<file path="config.mk">
export PLATFORM = sky130hd
export DESIGN_NAME = hcsr04_ranger
export DESIGN_NICKNAME = d
export VERILOG_FILES = /design/src/rtl/hcsr04_pkg.sv /design/src/rtl/hcsr04_div.sv /design/src/rtl/hcsr04_ranger.sv
export SDC_FILE = /design/constraint.sdc
export NUM_CORES = 1
export LEC_CHECK = 0
export ABC_CLOCK_PERIOD_IN_PS = 4750
export CAP_MARGIN = 10
export CELL_PAD_IN_SITES_DETAIL_PLACEMENT = 1
export CELL_PAD_IN_SITES_GLOBAL_PLACEMENT = 1
export CORE_ASPECT_RATIO = 0.6
export CORE_MARGIN = 4
export CORE_UTILIZATION = 50
export DETAILED_ROUTE_END_ITERATION = 10
export DONT_BUFFER_PORTS = 1
export MAX_ROUTING_LAYER = met4
export PLACE_DENSITY = 0.87
export SYNTH_ARGS = -nofsm -noshare
export SYNTH_HDL_FRONTEND = slang
export SYNTH_SLANG_ARGS = --single-unit
</file>
<file path="constraint.sdc">
create_clock -name clk -period 4.75 [get_ports clk]
set_clock_uncertainty 0.15 [all_clocks]
set_input_delay 0.475 -clock clk [delete_from_list [all_inputs] [get_ports clk]]
set_output_delay 0.475 -clock clk [all_outputs]
set_load 0.01 [all_outputs]
</file>
<file path="src/rtl/hcsr04_pkg.sv">
// Shared definitions for the HC-SR04 ranging controller: FSM encoding and
// default timing constants for a 50 MHz clock.
package hcsr04_pkg;

    typedef enum logic [2:0] {
        S_IDLE,
        S_TRIG,
        S_WAIT_RISE,
        S_MEASURE,
        S_DIVIDE,
        S_HOLDOFF
    } state_t;

    localparam int TRIG_CYCLES_50M    = 500;
    localparam int PERIOD_CYCLES_50M  = 3_000_000;
    localparam int TIMEOUT_CYCLES_50M = 1_500_000;
    localparam int CYC_PER_CM_50M     = 2915;

endpackage

</file>
<file path="src/rtl/hcsr04_div.sv">
// Sequential restoring divider: one quotient bit per cycle, the first bit is
// produced on the cycle go is sampled, done pulses CNT_W cycles after go.
module hcsr04_div #(
    parameter int CNT_W = 24
) (
    input  logic             clk,
    input  logic             rst_n,
    input  logic             go,
    input  logic [CNT_W-1:0] dividend,
    input  logic [CNT_W-1:0] divisor,
    output logic             done,
    output logic [CNT_W-1:0] quotient
);

    localparam int STEP_W = $clog2(CNT_W + 1);
    localparam logic [STEP_W-1:0] STEPS_AFTER_GO = STEP_W'(CNT_W - 1);
    localparam logic [STEP_W-1:0] LAST_STEP      = STEP_W'(1);

    logic [CNT_W-1:0]  rem_q, quo_q;
    logic [CNT_W-1:0]  src_rem, src_quo;
    logic [CNT_W-1:0]  rem_d, quo_d, diff;
    logic [CNT_W:0]    trial;
    logic [STEP_W-1:0] steps_q;
    logic              run_q;

    // NOTE: every variable gets a value before any branch, so no latch is inferred.
    always_comb begin
        src_rem = go ? '0 : rem_q;
        src_quo = go ? dividend : quo_q;
        trial   = {src_rem, src_quo[CNT_W-1]};
        diff    = trial[CNT_W-1:0] - divisor;
        rem_d   = trial[CNT_W-1:0];
        quo_d   = {src_quo[CNT_W-2:0], 1'b0};
        if (trial >= {1'b0, divisor}) begin
            rem_d = diff;
            quo_d = {src_quo[CNT_W-2:0], 1'b1};
        end
    end

    // NOTE: sequential state uses <= so every flop samples pre-edge values.
    always_ff @(posedge clk or negedge rst_n) begin
        if (!rst_n) begin
            rem_q   <= '0;
            quo_q   <= '0;
            steps_q <= '0;
            run_q   <= 1'b0;
            done    <= 1'b0;
        end else begin
            done <= 1'b0;
            if (go) begin
                rem_q   <= rem_d;
                quo_q   <= quo_d;
                steps_q <= STEPS_AFTER_GO;
                run_q   <= 1'b1;
            end else if (run_q) begin
                rem_q   <= rem_d;
                quo_q   <= quo_d;
                steps_q <= steps_q - LAST_STEP;
                if (steps_q == LAST_STEP) begin
                    run_q <= 1'b0;
                    done  <= 1'b1;
                end
            end
        end
    end

    assign quotient = quo_q;

endmodule

</file>
<file path="src/rtl/hcsr04_ranger.sv">
// HC-SR04 ranging controller: trigger generation, echo width measurement,
// conversion to centimetres and timeout detection.
module hcsr04_ranger
    import hcsr04_pkg::*;
#(
    parameter int TRIG_CYCLES    = TRIG_CYCLES_50M,
    parameter int PERIOD_CYCLES  = PERIOD_CYCLES_50M,
    parameter int TIMEOUT_CYCLES = TIMEOUT_CYCLES_50M,
    parameter int CNT_W          = 24,
    parameter int CYC_PER_CM     = CYC_PER_CM_50M,
    parameter int DIST_W         = 10
) (
    input  logic              clk,
    input  logic              rst_n,
    input  logic              enable,
    input  logic              mode,
    input  logic              start,
    input  logic              echo,
    output logic              trigger,
    output logic              busy,
    output logic [CNT_W-1:0]  echo_cycles,
    output logic [DIST_W-1:0] distance_cm,
    output logic              valid,
    output logic              timeout
);

    localparam logic [CNT_W-1:0]  TRIG_N    = CNT_W'(TRIG_CYCLES);
    localparam logic [CNT_W-1:0]  PERIOD_N  = CNT_W'(PERIOD_CYCLES);
    localparam logic [CNT_W-1:0]  TIMEOUT_N = CNT_W'(TIMEOUT_CYCLES);
    localparam logic [CNT_W-1:0]  DIVISOR   = CNT_W'(CYC_PER_CM);
    localparam logic [CNT_W-1:0]  ONE       = CNT_W'(1);
    localparam logic [CNT_W-1:0]  CNT_MAX   = '1;
    localparam logic [DIST_W-1:0] DIST_MAX  = '1;

    state_t            state_q, state_d;
    logic              echo_meta, echo_s, echo_d;
    logic              echo_rise, echo_fall;
    logic [CNT_W-1:0]  trig_cnt, period_cnt, echo_cnt, meas_q;
    logic              to_trig, div_go, pub_to, pub_div;
    logic              div_done;
    logic [CNT_W-1:0]  quotient;
    logic [DIST_W-1:0] dist_sat;

    // Two-flop synchroniser plus one history flop for edge detection.
    always_ff @(posedge clk or negedge rst_n) begin
        if (!rst_n) begin
            echo_meta <= 1'b0;
            echo_s    <= 1'b0;
            echo_d    <= 1'b0;
        end else begin
            echo_meta <= echo;
            echo_s    <= echo_meta;
            echo_d    <= echo_s;
        end
    end

    assign echo_rise = echo_s & ~echo_d;
    assign echo_fall = ~echo_s & echo_d;

    always_comb begin
        state_d = state_q;
        to_trig = 1'b0;
        div_go  = 1'b0;
        pub_to  = 1'b0;
        pub_div = 1'b0;
        if (!enable) begin
            state_d = S_IDLE;
        end else begin
            case (state_q)
                S_IDLE: if (mode || start) begin
                    state_d = S_TRIG;
                    to_trig = 1'b1;
                end
                S_TRIG: if (trig_cnt >= TRIG_N) state_d = S_WAIT_RISE;
                S_WAIT_RISE: begin
                    if (echo_rise) begin
                        state_d = S_MEASURE;
                    end else if (echo_cnt >= TIMEOUT_N) begin
                        state_d = S_HOLDOFF;
                        pub_to  = 1'b1;
                    end
                end
                S_MEASURE: begin
                    if (echo_cnt >= TIMEOUT_N) begin
                        state_d = S_HOLDOFF;
                        pub_to  = 1'b1;
                    end else if (echo_fall) begin
                        state_d = S_DIVIDE;
                        div_go  = 1'b1;
                    end
                end
                S_DIVIDE: if (div_done) begin
                    state_d = S_HOLDOFF;
                    pub_div = 1'b1;
                end
                S_HOLDOFF: if (period_cnt >= PERIOD_N) begin
                    if (mode) begin
                        state_d = S_TRIG;
                        to_trig = 1'b1;
                    end else begin
                        state_d = S_IDLE;
                    end
                end
                default: state_d = S_IDLE;
            endcase
        end
    end

    // The rise-detect cycle already belongs to the pulse, so the count restarts at one.
    always_ff @(posedge clk or negedge rst_n) begin
        if (!rst_n) begin
            trig_cnt   <= '0;
            period_cnt <= '0;
            echo_cnt   <= '0;
        end else begin
            if (to_trig) begin
                trig_cnt <= ONE;
            end else if (state_q == S_TRIG && trig_cnt != CNT_MAX) begin
                trig_cnt <= trig_cnt + ONE;
            end

            if (to_trig) begin
                period_cnt <= ONE;
            end else if (state_q != S_IDLE && period_cnt != CNT_MAX) begin
                period_cnt <= period_cnt + ONE;
            end

            case (state_q)
                S_TRIG: echo_cnt <= '0;
                S_WAIT_RISE: begin
                    if (echo_rise) echo_cnt <= ONE;
                    else if (echo_cnt != CNT_MAX) echo_cnt <= echo_cnt + ONE;
                end
                S_MEASURE: if (echo_s && echo_cnt != CNT_MAX) echo_cnt <= echo_cnt + ONE;
                default: echo_cnt <= echo_cnt;
            endcase
        end
    end

    hcsr04_div #(
        .CNT_W(CNT_W)
    ) u_div (
        .clk      (clk),
        .rst_n    (rst_n),
        .go       (div_go),
        .dividend (echo_cnt),
        .divisor  (DIVISOR),
        .done     (div_done),
        .quotient (quotient)
    );

    assign dist_sat = (|quotient[CNT_W-1:DIST_W]) ? DIST_MAX : quotient[DIST_W-1:0];

    // Results are staged in meas_q and published only together with valid,
    // so an abort or reset never exposes a partial measurement.
    always_ff @(posedge clk or negedge rst_n) begin
        if (!rst_n) begin
            state_q     <= S_IDLE;
            trigger     <= 1'b0;
            valid       <= 1'b0;
            timeout     <= 1'b0;
            echo_cycles <= '0;
            distance_cm <= '0;
            meas_q      <= '0;
        end else begin
            state_q <= state_d;
            trigger <= (state_d == S_TRIG);
            valid   <= pub_to | pub_div;
            if (div_go) meas_q <= echo_cnt;
            if (pub_to) begin
                timeout     <= 1'b1;
                distance_cm <= DIST_MAX;
                echo_cycles <= (state_q == S_MEASURE) ? TIMEOUT_N : '0;
            end else if (pub_div) begin
                timeout     <= 1'b0;
                distance_cm <= dist_sat;
                echo_cycles <= meas_q;
            end
        end
    end

    assign busy = (state_q != S_IDLE);

endmodule

</file>
# Yosys cells after proc, flatten, opt, wreduce, memory -nomap -nowiden
# Cells that the tools add are included.
[classes] n_addsub=5 order_cmp=4 n_eq_ne=12 mux=59 bitwise_logic=5 n_reduce_logical=13
[ops] op="2-to-1 mux 24 bit" n=16
[ops] op="adder 24 x 1 -> 24 bit, second input constant" n=3
[ops] op="inequality test 24 bit, second input constant" n=3
[ops] op="case mux 24 bit (3 select lines)" n=1
[ops] op="2-to-1 mux 10 bit" n=3
[ops] op="2-to-1 mux 3 bit" n=9
[ops] op=">= comparator 25 x 12 -> 1 bit, second input constant" n=1
[ops] op=">= comparator 24 x 21 -> 1 bit, second input constant" n=1
[ops] op=">= comparator 24 x 22 -> 1 bit, second input constant" n=1
[ops] op=">= comparator 24 x 9 -> 1 bit, second input constant" n=1
[ops] op="2-to-1 mux 1 bit" n=24
[ops] op="subtractor 24 x 12 -> 24 bit, second input constant" n=1
[ops] op="2-to-1 mux 21 bit" n=1
[ops] op="case mux 3 bit (6 select lines)" n=1
[ops] op="OR reduction 14 bit" n=1
[ops] op="2-to-1 mux 5 bit" n=2
[ops] op="nonzero test 2 bit" n=4
[ops] op="== test 3 x 1 -> 1 bit, second input constant" n=2
[ops] op="== test 3 x 2 -> 1 bit, second input constant" n=2
[ops] op="== test 3 bit, second input constant" n=2
[ops] op="nonzero test 3 bit" n=2
[ops] op="== test 5 x 1 -> 1 bit, second input constant" n=1
[ops] op="subtractor 5 x 1 -> 5 bit, second input constant" n=1
[ops] op="case mux 1 bit (2 select lines)" n=2
[ops] op="9 further kinds" n=13
[word_totals] ff_bits=194 input_bits=6

# Longest topological paths before layout
[depth] word_depth=11 ltp_mapped=15 depth_no_buf=12

# Cells and area by module
# From an unflattened synthesis, not the netlist that was laid out.
[unflattened] cells_unflattened=1165 area_unflattened_um2=10877.9
[modules_own_cells] module="hcsr04_ranger" instances=1 cells_per_inst=684 area_per_inst_um2=6715.2
[modules_own_cells] module="hcsr04_div" instances=1 cells_per_inst=481 area_per_inst_um2=4162.7

# Worst setup path before layout
# OpenSTA, ideal clock, no wires.
[synth_timing] path_type="register to register" start="reg echo_cnt[20]" end="reg u_div.rem_q[23]" setup_time_ps=137 arrival_ps=3512 required_ps=4463 setup_slack_ps=951 stages_incl_launch_ff=16 synth_period_minus_slack_ps=3799 path_cell_list="dfrtp_1 -> clkbuf_1 -> nand3_1 -> nor3_1 -> a21o_1 -> clkbuf_1 -> and2_1 -> ha_1 -> or2b_1 -> nor4_1 -> a2111oi_2 -> buf_6 -> or3_2 -> nor4_2 -> xnor2_1 -> a21oi_1"
[synth_between] elab_chain_cells=9 elab_cells_between_ends=12 classes_between="add/sub (1); order compare (2); mux (8); reduce/logical (1)"
[synth_lines] item="start, declared" line="hcsr04_ranger.sv:38" rtl="logic [CNT_W-1:0] trig_cnt, period_cnt, echo_cnt, meas_q;"
[synth_lines] item="start signal, assigned" line="hcsr04_ranger.sv:132" rtl="else if (echo_cnt != CNT_MAX) echo_cnt <= echo_cnt + ONE;"
[synth_lines] item="start signal, assigned" line="hcsr04_ranger.sv:134" rtl="S_MEASURE: if (echo_s && echo_cnt != CNT_MAX) echo_cnt <= echo_cnt + ONE;"
[synth_lines] item="start signal, assigned" line="hcsr04_ranger.sv:135" rtl="default: echo_cnt <= echo_cnt;"
[synth_lines] item=">= comparator 24 x 21 -> 1 bit *" line="hcsr04_ranger.sv:84" rtl="if (echo_cnt >= TIMEOUT_N) begin"
[synth_lines] item="2-to-1 mux 1 bit *" line="hcsr04_ranger.sv:84"
[synth_lines] item="2-to-1 mux 1 bit *" line="hcsr04_ranger.sv:69" rtl="case (state_q)"
[synth_lines] item="2-to-1 mux 1 bit *" line="hcsr04_ranger.sv:66" rtl="if (!enable) begin"
[synth_lines] item="2-to-1 mux 24 bit (on tied branches)" line="hcsr04_div.sv:29, hcsr04_div.sv:28"
[synth_lines] item="subtractor 24 x 12 -> 24 bit or >= comparator 25 x 12 -> 1 bit (tied branches)" line="hcsr04_div.sv:31, hcsr04_div.sv:34"
[synth_lines] item="2-to-1 mux 24 bit" line="hcsr04_div.sv:34" rtl="if (trial >= {1'b0, divisor}) begin"
[synth_lines] item="2-to-1 mux 24 bit" line="hcsr04_div.sv:55" rtl="end else if (run_q) begin"
[synth_lines] item="2-to-1 mux 24 bit" line="hcsr04_div.sv:50" rtl="if (go) begin"
[synth_lines] item="end signal, assigned" line="hcsr04_div.sv:51" rtl="rem_q <= rem_d;"
[synth_lines] item="end signal, assigned" line="hcsr04_div.sv:56" rtl="rem_q <= rem_d;"
[synth_lines] item="end, declared" line="hcsr04_div.sv:19" rtl="logic [CNT_W-1:0] rem_q, quo_q;"
# Mark *: on every way between the ends. The rest lies on a longest branch, timed or not. The select of a mux whose other input is x is not followed.
# A chain may end at the register's enable or synchronous reset.

# Final worst setup path
[layout_timing] start="reg echo_cnt[19]" end="reg u_div.rem_q[19]"
# The elaborated chain is that of the path after synthesis.

==> metrics.txt <==
die area=between 20000 and 25000 µm²; Final Setup Violations=0; Yosys top cell area share=51.0%; post-synthesis async set-or-reset flop share=100%; Total Routing Usage GR=between 20 and 25%; yosys warns=0; Min-Delay Path Class=in -> async; initial antenna violation count=0; fmax=about 0.24 GHz; syn nets=approximately 1000; number of remaining DRC errors=0; most common cell in the netlist=dfrtp_1; crit path kind=reg -> reg; ys flop type=dfrtp_1; Rel. slew slack=22.5%; starting density of the core=51.9%; row count=38; flops & latches, synth=194; measured slew at the worst slew-check pin=1.16 ns; Final nets=approximately 990; Avg Inst Size Synth=roughly 9.5 µm²; pre-CTS WS=roughly 0.7 ns; # IOs=between 40 and 50; total power=around 4.5 mW; violated checks=negative hold slack; core box area=~18000 µm²; minimum clock period=between 4 and 5 ns; CP max FO=20; global route total overflow=0; CP endpoint kind=register; PwrDens=439 nW/µm²; antenna fix cells=0; critical path, cell by cell=nor2b_1, nor3_1, a21o_2, and2_1, ha_1, or2b_1, nor4_1, a2111oi_4, or3_1, nor4_1, xnor2_1, a211oi_1; startpoint types=register; DIE HEIGHT=~110 µm; CTS tree=done; Root Buffer=clkbuf_16; Skew-Pair Late Insertion Delay=about 0.45 ns; period utilization=around 87%; Clk pin slew, worst setup/hold paths=about 0.070 ns; final setup TNS=0 ns; Critical Path Slowest Stage Cell=nor4_1; final WL=roughly 25000 µm; Slew Viols, Final=0; CTS sink count=between 150 and 200; layout cells sized above 1=5.95%; post-synth top area cell=dfrtp_1; hold_ws=-0.424 ns; IO Port Bufs=0; EDFF count, synth=0; total CTS buffers=17; Seq/Total Area, Yosys=51.0%; Synth Instances=roughly 1000; CP arrival=between 4 and 5 ns; post-synthesis cell area=9520 µm²; most frequent cell on the critical path=nor4_1; area grow syn2layout=7.44%; CTS H-tree lvls=4; largest buffer count on any clock path=2; top post-synthesis cells by area=dfrtp_1 (51%), nand2_1 (6.0%), nor2_1 (5.4%), xor2_1 (4.8%), xnor2_1 (3.4%); largest net degree at the start of global routing=between 150 and 200; GPL Wtd Cong=~0.86; VDD IR-drop max=0.300 mV; CP required=4.95 ns; Fin. Hold Viols=slightly below 200; hpwl dp=16300 µm; Synth top cells by count=dfrtp_1 (194), nand2_1 (153), nor2_1 (136), a21oi_1 (64), xor2_1 (52); via count=~7400; ANT nets after route=0; max_cap viols=0; Final Util=between 50 and 60%; drt first-iter violations=between 600 and 700; status=finished with violations; Pre-antenna DRT Iters=4; peak per-stage delay on the critical path=about 0.56 ns; RSZ-0062 raised after global routing=no; vias per cell=5.99; # hold bufs at CTS=2; global-route wire length before repair=between 40000 and 50000 µm; Synth cell types=63; leak pwr=4.48 nW; number of global-route vias before repair=7430; # fillers=about 2100; fin worst setup slack=about 0.63 ns; CTS resizes=0; DIE WIDTH=~190 µm; Routed wire per std cell=around 20 µm
cells by family (layout without fill, tap and decap cells):
kind of cell	after synthesis	after routing	synth area share [%]
AO/OA/AOI/OAI	153	153	10.2
XOR/XNOR	89	89	8.19
AND/OR/NAND/NOR	465	465	23.3
adder cells (fa/ha/maj)	9	9	1.18
flip-flops	194	194	51.0
multiplexers	26	26	2.73
buffers and inverters	71	55	3.38
worst paths after layout:
kind | endpoint | start | depth (start not counted) | slack [ns]
min reg2reg | echo_s | echo_meta | 0 | 0.20
max reg2reg | u_div.rem_q[19] | echo_cnt[19] | 12 | 0.63
min in group clk | state_q[0] | enable | 1 | 0.03
min | trig_cnt[12] | rst_n | 0 | -0.42
max | u_div.rem_q[19] | echo_cnt[19] | 12 | 0.63
max in group asynchronous | u_div.rem_q[11] | rst_n | 0 | 4.37
sequential cells by signal, indices dropped and copies added (netlist names):
register and cells:
distance_cm 10, echo_cnt 24, echo_cycles 24, echo_d 1, echo_meta 1, echo_s 1, meas_q 24, period_cnt 24
state_q 3, timeout 1, trig_cnt 24, trigger 1, u_div.done 1, u_div.quotient 24, u_div.rem_q 24, u_div.run_q 1
u_div.steps_q 5, valid 1
critical path: cells and delay by family (launching register included):
kind | cells | cell delay [ns]
and+or+nand+nor | 7 | 2.32
AOI/OAI and AO/OA | 3 | 0.72
adders and majority gates | 1 | 0.23
xor gates and xnor gates | 1 | 0.11
DFF | 1 | 0.50
per-layer routing:
layer | share of wire [%] | up-vias | routed length [µm] | global-route usage [%]
met3 | 5.4 | 21 | 1330 | 4.84
met5 | 0 | - | 0 | -
met4 | 1.0 | 0 | 257 | 5.63
met2 | 42 | 178 | 10300 | 32.9
met1 | 51 | 3772 | 12600 | 38.6
li1 | - | 3407 | - | -
placed cells by master, fill, tap and decap left out, types with 5 or more instances in the layout:
cell       instances
inv_1             14
and2_1            13
a2bb2oi_1         10
a21oi_1           64
and3_1            11
xnor2_1           37
a31oi_1            5
o22ai_1           11
nor2_1           136
nand3_1           30
and4_1             8
o21ai_0           32
xor2_1            52
nand2_1          153
buf_4              7
nor3_1            20
clkbuf_16         17
nor2b_1            9
mux2i_1           26
ha_1               9
or3_1              9
dfrtp_1          193
nor4_1            16
a211oi_1           9
nor4b_1            5
nand4_1           27
per-stage QoR:
step                      instance area (µm²)  std cells
after floorplan                          9520       1007
after global placement                   9620       1197
after detailed placement                 9620       1197
after CTS                               10200       1231
after global routing                    10200       1231
final                                   10200       1231
layout make-up:
type	instances	area, µm²	area share, %
repair buffers	9	72.6	0.709
well taps	240	300	2.94
flip-flops and latches	194	4860	47.5
clock inverters	12	123	1.20
clock buffers	20	467	4.56
multi-input cells	742	4360	42.6
inverters	14	52.6	0.514
power by group:
group,switching (mW),total (mW),internal (mW)
logic,0.433,0.843,0.410
clock network,0.689,1.47,0.778
registers,0.336,2.18,1.84
what timing repair did:
item,CTS,global route
setup endpoints to repair,0,0
endpoints found under the hold margin,196,194
setup buffers,0,0
No activity file was read; power rests on OpenSTA's default activity.
